--- src/rtl/usrt_pkg.sv ---
// Shared USRT definitions: frame layout, parity modes and transmit FSM states.
package usrt_pkg;

   localparam int FRAME_W   = 11;
   localparam int START_POS = 10;
   localparam int PAR_POS   = 1;
   localparam int STOP_POS  = 0;

   localparam logic [1:0] PAR_NONE = 2'b00;
   localparam logic [1:0] PAR_EVEN = 2'b01;
   localparam logic [1:0] PAR_ODD  = 2'b10;

   localparam logic [3:0] LAST_IDX_FULL = 4'd10;
   localparam logic [3:0] LAST_IDX_SKIP = 4'd9;

   typedef enum logic [1:0] {
      IDLE  = 2'd0,
      SHIFT = 2'd1,
      DONE  = 2'd2
   } tx_state_t;

   // Close the parity gap: stop moves into the parity slot, the tail is idle-high.
   function automatic logic [FRAME_W-1:0] drop_parity(input logic [FRAME_W-1:0] f);
      return {f[START_POS:PAR_POS+1], f[STOP_POS], 1'b1};
   endfunction

endpackage

--- src/rtl/usrt_baud_tick.sv ---
// Bit-period counter: cyc runs 0..N-1, registered sclk is high for the second half.
module usrt_baud_tick #(
   parameter int CLKS_PER_BIT = 16
) (
   input  logic i_Clk,
   input  logic i_Rst_n,
   input  logic i_En,
   input  logic i_Clr,
   output logic o_Sclk,
   output logic o_Bit_end
);

   localparam int            CW   = $clog2(CLKS_PER_BIT);
   localparam logic [CW-1:0] LAST = CW'(CLKS_PER_BIT - 1);
   localparam logic [CW-1:0] HALF = CW'(CLKS_PER_BIT / 2);

   logic [CW-1:0] r_cyc;
   logic [CW-1:0] w_cyc_nxt;
   logic          r_sclk;

   assign w_cyc_nxt = (r_cyc == LAST) ? '0 : r_cyc + 1'b1;
   assign o_Bit_end = i_En && (r_cyc == LAST);
   assign o_Sclk    = r_sclk;

   // sclk follows the next cyc value so it lines up with cyc in the same cycle.
   always_ff @(posedge i_Clk or negedge i_Rst_n) begin
      if (!i_Rst_n) begin
         r_cyc  <= '0;
         r_sclk <= 1'b0;
      end else if (i_Clr) begin
         r_cyc  <= '0;
         r_sclk <= 1'b0;
      end else if (i_En) begin
         r_cyc  <= w_cyc_nxt;
         r_sclk <= (w_cyc_nxt >= HALF);
      end
   end

endmodule

--- src/rtl/usrt_tx_shifter.sv ---
// USRT serial transmit stage: shifts an 11-bit frame MSB-first with a mid-bit sclk.
// Optional feature: define USRT_TX_SKIP_NOPARITY_EN to omit the parity slot when i_Parity is none.
module usrt_tx_shifter
   import usrt_pkg::*;
#(
   parameter int CLKS_PER_BIT = 16
) (
   input  logic               i_Clk,
   input  logic               i_Rst_n,
   input  logic               i_Valid,
   output logic               o_Ready,
   input  logic [FRAME_W-1:0] i_Data,
   input  logic [1:0]         i_Parity,
   output logic               o_Tx,
   output logic               o_Sclk,
   output logic               o_Busy,
   output logic               o_Done
);

   if ((CLKS_PER_BIT < 2) || ((CLKS_PER_BIT % 2) != 0)) begin : g_bad_cfg
      $error("usrt_tx_shifter: CLKS_PER_BIT must be even and >= 2");
   end

   tx_state_t          r_state;
   tx_state_t          w_state_nxt;
   logic [FRAME_W-1:0] r_shift;
   logic [3:0]         r_idx;
   logic [3:0]         r_last;
   logic [FRAME_W-1:0] w_load;
   logic [3:0]         w_last;
   logic               w_sclk;
   logic               w_bit_end;
   logic               w_in_shift;
   logic               w_accept;

   assign w_in_shift = (r_state == SHIFT);
   assign w_accept   = (r_state == IDLE) && i_Valid;

`ifdef USRT_TX_SKIP_NOPARITY_EN
   logic w_skip;
   assign w_skip = (i_Parity == PAR_NONE);
   assign w_load = w_skip ? drop_parity(i_Data) : i_Data;
   assign w_last = w_skip ? LAST_IDX_SKIP : LAST_IDX_FULL;
`else
   logic w_unused_par;
   assign w_unused_par = ^i_Parity;
   assign w_load       = i_Data;
   assign w_last       = LAST_IDX_FULL;
`endif

   usrt_baud_tick #(
      .CLKS_PER_BIT(CLKS_PER_BIT)
   ) u_baud (
      .i_Clk     (i_Clk),
      .i_Rst_n   (i_Rst_n),
      .i_En      (w_in_shift),
      .i_Clr     (!w_in_shift),
      .o_Sclk    (w_sclk),
      .o_Bit_end (w_bit_end)
   );

   always_ff @(posedge i_Clk or negedge i_Rst_n) begin
      if (!i_Rst_n) r_state <= IDLE;
      else          r_state <= w_state_nxt;
   end

   always_comb begin
      w_state_nxt = r_state;
      case (r_state)
         IDLE:    if (i_Valid) w_state_nxt = SHIFT;
         SHIFT:   if (w_bit_end && (r_idx == r_last)) w_state_nxt = DONE;
         DONE:    w_state_nxt = IDLE;
         default: w_state_nxt = IDLE;
      endcase
   end

   always_comb begin
      o_Ready = 1'b0;
      o_Busy  = 1'b0;
      o_Done  = 1'b0;
      o_Tx    = 1'b1;
      o_Sclk  = 1'b0;
      case (r_state)
         IDLE:  o_Ready = 1'b1;
         SHIFT: begin
            o_Busy = 1'b1;
            o_Tx   = r_shift[FRAME_W-1];
            o_Sclk = w_sclk;
         end
         DONE:  o_Done = 1'b1;
         default: ;
      endcase
   end

   // Frame capture and MSB-first shifting; the index stops at the last bit.
   always_ff @(posedge i_Clk or negedge i_Rst_n) begin
      if (!i_Rst_n) begin
         r_shift <= '1;
         r_idx   <= '0;
         r_last  <= LAST_IDX_FULL;
      end else if (w_accept) begin
         r_shift <= w_load;
         r_idx   <= '0;
         r_last  <= w_last;
      end else if (w_in_shift && w_bit_end && (r_idx != r_last)) begin
         r_shift <= {r_shift[FRAME_W-2:0], 1'b1};
         r_idx   <= r_idx + 4'd1;
      end
   end

endmodule

--- config.mk ---
export PLATFORM = sky130hd
export DESIGN_NAME = usrt_tx_shifter
export DESIGN_NICKNAME = d
export VERILOG_FILES = /design/src/rtl/usrt_pkg.sv /design/src/rtl/usrt_baud_tick.sv /design/src/rtl/usrt_tx_shifter.sv
export SDC_FILE = /design/constraint.sdc
export NUM_CORES = 1
export LEC_CHECK = 0
export CORE_MARGIN = 2
export CORE_UTILIZATION = 46
export DETAILED_ROUTE_END_ITERATION = 12
export GPL_TIMING_DRIVEN = 0
export PLACE_DENSITY = 0.78
export SYNTH_ARGS = -nofsm -noshare
export SYNTH_HDL_FRONTEND = slang
export SYNTH_SLANG_ARGS = --single-unit
--- constraint.sdc ---
create_clock -name i_Clk -period 1.6 [get_ports i_Clk]
set_input_delay 0.16 -clock i_Clk [delete_from_list [all_inputs] [get_ports i_Clk]]
set_output_delay 0.16 -clock i_Clk [all_outputs]
set_load 0.005 [all_outputs]
# == Yosys cells after proc, flatten, opt, wreduce, memory -nomap -nowiden ==
# Index checks and enable logic that the tools add are counted.
# classes
reduce_logical,8
magnitude_cmp,1
n_mux,15
eq_ne,7
addsub,2
# op_table
cell,count
$mux 11,2
$mux 4,4
$add 4x1->4 const B,2
$eq 4x4->1 const B,2
$mux 1,6
$logic_and 1x1->1,5
$ge 4x4->1 const B,1
$mux 2,2
$ne 2x2->1 const B,2
$ne 4x4->1 const B,1
$pmux 2 s2,1
$eq 2x1->1 const B,1
$eq 2x2->1 const B,1
$logic_not 2->1,1
$reduce_and 2->1,1
$reduce_bool 2->1,1
# word_totals
input_bits,16
wordCells,38
out_inout_bits,5
register_bits,22

# == Logic depth before layout (Yosys ltp) ==
# depth
ltp_word,6
depth_mapped,6
depth_no_buf,5

# == By module ==
# From an unflattened synthesis, not the netlist that was laid out.
# hier_totals
cells_unflattened,123
area_unflattened_um2,1138.6
# by_module_without_submodules
mod,instances,cells_per_inst,area_per_inst_um2,seq_area_each_um2
usrt_tx_shifter,1,96,885.8,439.2
usrt_baud_tick,1,27,252.7,125.1

# == Worst setup path after synthesis ==
# No wires, ideal clock.
# synth_path
kind,register to register
startpoint,register r_idx[0]
endpoint,register r_idx[3]
synth_period_minus_slack_ns,1.540
required_ns,1.477
path_stages_with_launch,6
t_arrival_ns,1.418
path_slack_ns,0.060
setup_time_ns,0.123
cell_sequence,dfrtp_1 -> inv_1 -> ha_1 -> and3b_1 -> or4_4 -> mux2i_1
# synth_between
elab_chain_len,3
word_cells_on_any_way,6
# synth_rtl
item,line_no,source
start: declaration,usrt_tx_shifter.sv:27,logic [3:0] r_idx;
start signal: assignment,usrt_tx_shifter.sv:107,r_idx <= r_idx + 4'd1;
$add 4x1->4 or $ne 4x4->1 (tied branches),"usrt_tx_shifter.sv:107, usrt_tx_shifter.sv:105",
$mux 4 or $logic_and 1x1->1 (tied branches),usrt_tx_shifter.sv:105,end else if (w_in_shift && w_bit_end && (r_idx != r_last)) begin
$mux 4 or $reduce_bool 2->1 (tied branches),n/a,
# Parallel ways exist; a longest one is shown, timed or not. The select of a mux whose other input is x is not followed.
# A chain may end at the register's enable or synchronous reset.

# == Worst setup path after layout ==
# layout_path
startpoint,register r_state[0]
endpoint,register r_shift[8]
# layout_between
elab_chain_len,5
word_cells_on_any_way,8
# layout_rtl
item,line_no,source
start: declaration,usrt_tx_shifter.sv:24,tx_state_t r_state;
start signal: assignment,usrt_tx_shifter.sv:64,else r_state <= w_state_nxt;
$eq 2x1->1,usrt_tx_shifter.sv:36,assign w_in_shift = (r_state == SHIFT);
$logic_and 1x1->1,usrt_baud_tick.sv:22,assign o_Bit_end = i_En && (r_cyc == LAST);
$logic_and 1x1->1 (2 in a row),usrt_tx_shifter.sv:105,
$reduce_bool 2->1 (no source line),n/a,
end signal: assignment,usrt_tx_shifter.sv:102,r_shift <= w_load;
end signal: assignment,usrt_tx_shifter.sv:106,"r_shift <= {r_shift[FRAME_W-2:0], 1'b1};"
end: declaration,usrt_tx_shifter.sv:26,logic [FRAME_W-1:0] r_shift;
# Parallel ways exist; a longest one is shown, timed or not.

==> metrics.md <==
| Metric | Value |
|---|---|
| Die area | `2950 um^2` |
| Die H | `between 50 and 60 um` |
| Crit-path slowest cell | `dfrtp_1` |
| Hold-fix buffers, CTS | `0` |
| Setup violators final | `0` |
| Syn_nets | `125` |
| Worst vdd ir | `0.000788 V` |
| Cell chain of the critical path | `buf_4 > or3b_4 > and2_1 > a221o_1` |
| IO buf count | `18` |
| Pwr dens | `roughly 1400 nW/um^2` |
| GRT Total Usage | `0.181` |
| Commonest cells after routing, fill and taps aside | `clkdlybuf4s50_1 (13), buf_4 (11), dfrtp_1 (11), dfstp_2 (11)` |
| Clock Sinks | `22` |
| WL met1 | `1170 um` |
| Worst r2r path cells | `4` |
| Routability congestion estimate | `~0.77` |
| Commonest non-fill, non-tap cell in the layout | `clkdlybuf4s50_1` |
| Share of layout cells above drive strength 1 | `0.324` |
| FP Rows | `18` |
| Post-synthesis xor/xnor area fraction | `0.00753` |
| Post-Synth Adder-Cell Area | `0.0323` |
| FF-to-FF End | `r_shift[8]$_DFFE_PN1P_` |
| CP bufs+invs | `1` |
| CP arrival | `1.80 ns` |
| Crit path largest cell delay | `0.43 ns` |
| Clk root buf | `clkbuf_4` |
| Final core utilization | `0.638` |
| Dpl cells | `154` |
| Area fraction in compound gates after synthesis | `0.136` |
| Synth cell types | `33` |
| Mux contribution to synthesized area | `0.0172` |
| LEAKAGE | `0.000685 uW` |
| Filler cells | `195` |
| Post-DR vias/cell | `5.75` |
| Post-route ant nets | `0` |
| Clock latency at the later pin of the worst-skew pair | `0.30 ns` |
| Fin nets | `about 160` |
| Mean cell area of the mapped netlist | `roughly 11 um^2` |
| Vias | `971` |
| Area delta synth->final | `33.6%` |
| CTS Buffer Depth | `2` |
| Num CTS Buffers | `3` |
| Top Metal Used | `met4` |
| N_diodes | `0` |
| Placement-stage cell area | `1380 um^2` |
| Main combinational cell family by area after synthesis | `simple AND/OR/NAND/NOR gates` |
| CP Class | `register to register` |
| Startpoint Class | `register` |
| Min Tclk post-route | `1.56 ns` |
| Post-synthesis simple-gate area fraction | `0.274` |
| Gr ovfl total | `0` |
| Synth Warn # | `0` |
| Final slew viol count | `0` |
| Fin. Hold Viols | `0` |
| Syn Inst Count | `about 110` |
| Reg clk slew, reported paths | `approximately 0.12 ns` |
| Detailed placement HPWL | `1580 um` |
| CTS H-tree depth | `1` |
| R2R setup slack | `0.04 ns` |
| Largest net degree at the start of global routing | `23` |
| R2R Path Start | `r_state[0]$_DFFE_PN0P_` |
| HP Class | `primary input to async pin` |
| CP Max Fanout | `7` |
| First-pass GRT wire length | `3770 um` |
| Share of the clock period used by the worst path | `0.977` |
| Max frequency | `640 MHz` |
| Metal2 WL | `1270 um` |
| Initial antenna violation count | `0` |
| Num ports | `21` |
| Worst rel slew slack | `0.359` |
| Fin area | `about 1600 um^2` |
| Max-cap viol count | `0` |
| Setup TNS | `0 ns` |
| Status | `finished clean` |
| Residual DRC count | `0` |
| Least-Margin Pin Slew | `0.958 ns` |
| Top delay family on crit path | `simple AND/OR/NAND/NOR gates` |
| WL per Instance | `15.2 um` |
| Core ar. | `2430 um^2` |
| Initial Utilization | `0.478` |
| 1st-pass router iterations | `4` |
| Flop and latch count out of synthesis | `22` |
| Fin cells | `169` |
| Vias in the first global route | `831` |
| Post-synthesis sequential area ratio | `0.485` |
| Kind of end point of the critical path | `register` |
| Critical Path RT | `1.84 ns` |
| Max Clock Skew | `0.000961 ns` |
| CTS tree | `yes` |
| Die X | `54.3 um` |
| Final WL | `approximately 2600 um` |
| DRT iter0 DRCs | `17` |
| Critical path startpoint | `r_state[0]$_DFFE_PN0P_` |
| Wire length on met3 | `119 um` |
| Synth Cell Area | `1160 um^2` |
==> timing repair <==
action                     4_1_cts  5_1_grt
pin swaps                        0        1
gates resized for setup         16       13
setup endpoints to repair       13       17
setup buffers                    6        5
cloned                           0        1
==> sequential cells by signal, summed over array words and instances, names as in the netlist <==
register,count
r_shift,11
r_idx,4
u_baud.r_cyc,4
r_state,2
u_baud.o_Sclk,1
==> cell type report <==
class / count / area (um^2) / share of cell area
plain buffers: 6 / 45.0 / 0.0290
flip-flops and latches: 22 / 564 / 0.363
multi-input cells: 75 / 583 / 0.376
well taps: 30 / 37.5 / 0.0242
inverters: 3 / 18.8 / 0.0121
clock buffers: 4 / 47.5 / 0.0306
repair buffers: 29 / 256 / 0.165
==> routing by layer <==
metal | vias to the layer above | track usage
li1 | 466 | -
met1 | 477 | 0.247
met2 | 26 | 0.283
met3 | 2 | 0.0410
met4 | 0 | 0.0625
met5 | - | 0
==> logic make-up (layout without fill, tap and decap cells) <==
group,Yosys count,count (layout)
compound gates,20,20
xor+xnor,1,1
fa+ha+maj,3,3
buf+inv,10,42
flops,22,22
mux,2,2
simple gates,48,49
==> metrics by stage <==
step | setup slack (ns) | power [uW] | hold slack, ns
after global placement | -0.207 | 1680 | 0.467
after CTS | -0.00785 | 2130 | 0.387
after global routing | -0.0399 | 2360 | 0.357
final | 0.0363 | 2180 | 0.375
after detailed placement | -0.223 | 1720 | 0.478
after floorplan | 0.0596 | 1500 | -0.136
==> worst max path at each step <==
stage	to	slack, ns	cells past startpoint
2_1_floorplan	r_idx[3]$_DFFE_PN0P_	0.06	5
3_3_place_gp	o_Sclk	-0.21	6
3_5_place_dp	o_Sclk	-0.22	6
4_1_cts	o_Sclk	-0.008	6
5_1_grt	r_shift[4]$_DFFE_PN1P_	-0.04	6
6_report	r_shift[8]$_DFFE_PN1P_	0.04	4
==> power breakdown <==
| part | leakage (uW) | internal (uW) | switching, uW | total (uW) |
|---|---|---|---|---|
| Combinational | 0.000415 | 480 | 367 | 847 |
| Clock | 0.0000261 | 191 | 166 | 357 |
| Sequential | 0.000243 | 846 | 135 | 981 |
| Total | 0.000685 | 1520 | 668 | 2180 |
==> cells in the mapped netlist <==
cell type,number,area [um^2]
a21oi_1,6,30.0
a221o_1,10,100
and2_0,5,31.3
and2_1,7,43.8
and3_1,1,6.26
and3b_1,1,8.76
and4_1,10,87.6
buf_2,2,10.0
buf_6,2,22.5
clkbuf_1,3,11.3
dfrtp_1,11,275
dfstp_2,11,289
ha_1,3,37.5
inv_1,2,7.51
inv_2,1,3.75
mux2i_1,2,20.0
nand2_1,3,11.3
nand2b_1,3,18.8
nand3_1,3,15.0
nand3b_1,1,7.51
nand4_1,2,12.5
nand4b_1,1,8.76
nor2_1,5,18.8
nor2b_1,1,6.26
nor3_1,1,5.00
nor3b_1,1,7.51
o211ai_1,1,7.51
o21ai_0,1,5.00
o31ai_1,2,15.0
or3b_4,1,11.3
or4_1,1,7.51
or4_4,1,11.3
xnor2_1,1,8.76
Note: power is estimated with default switching activity, not from simulation.
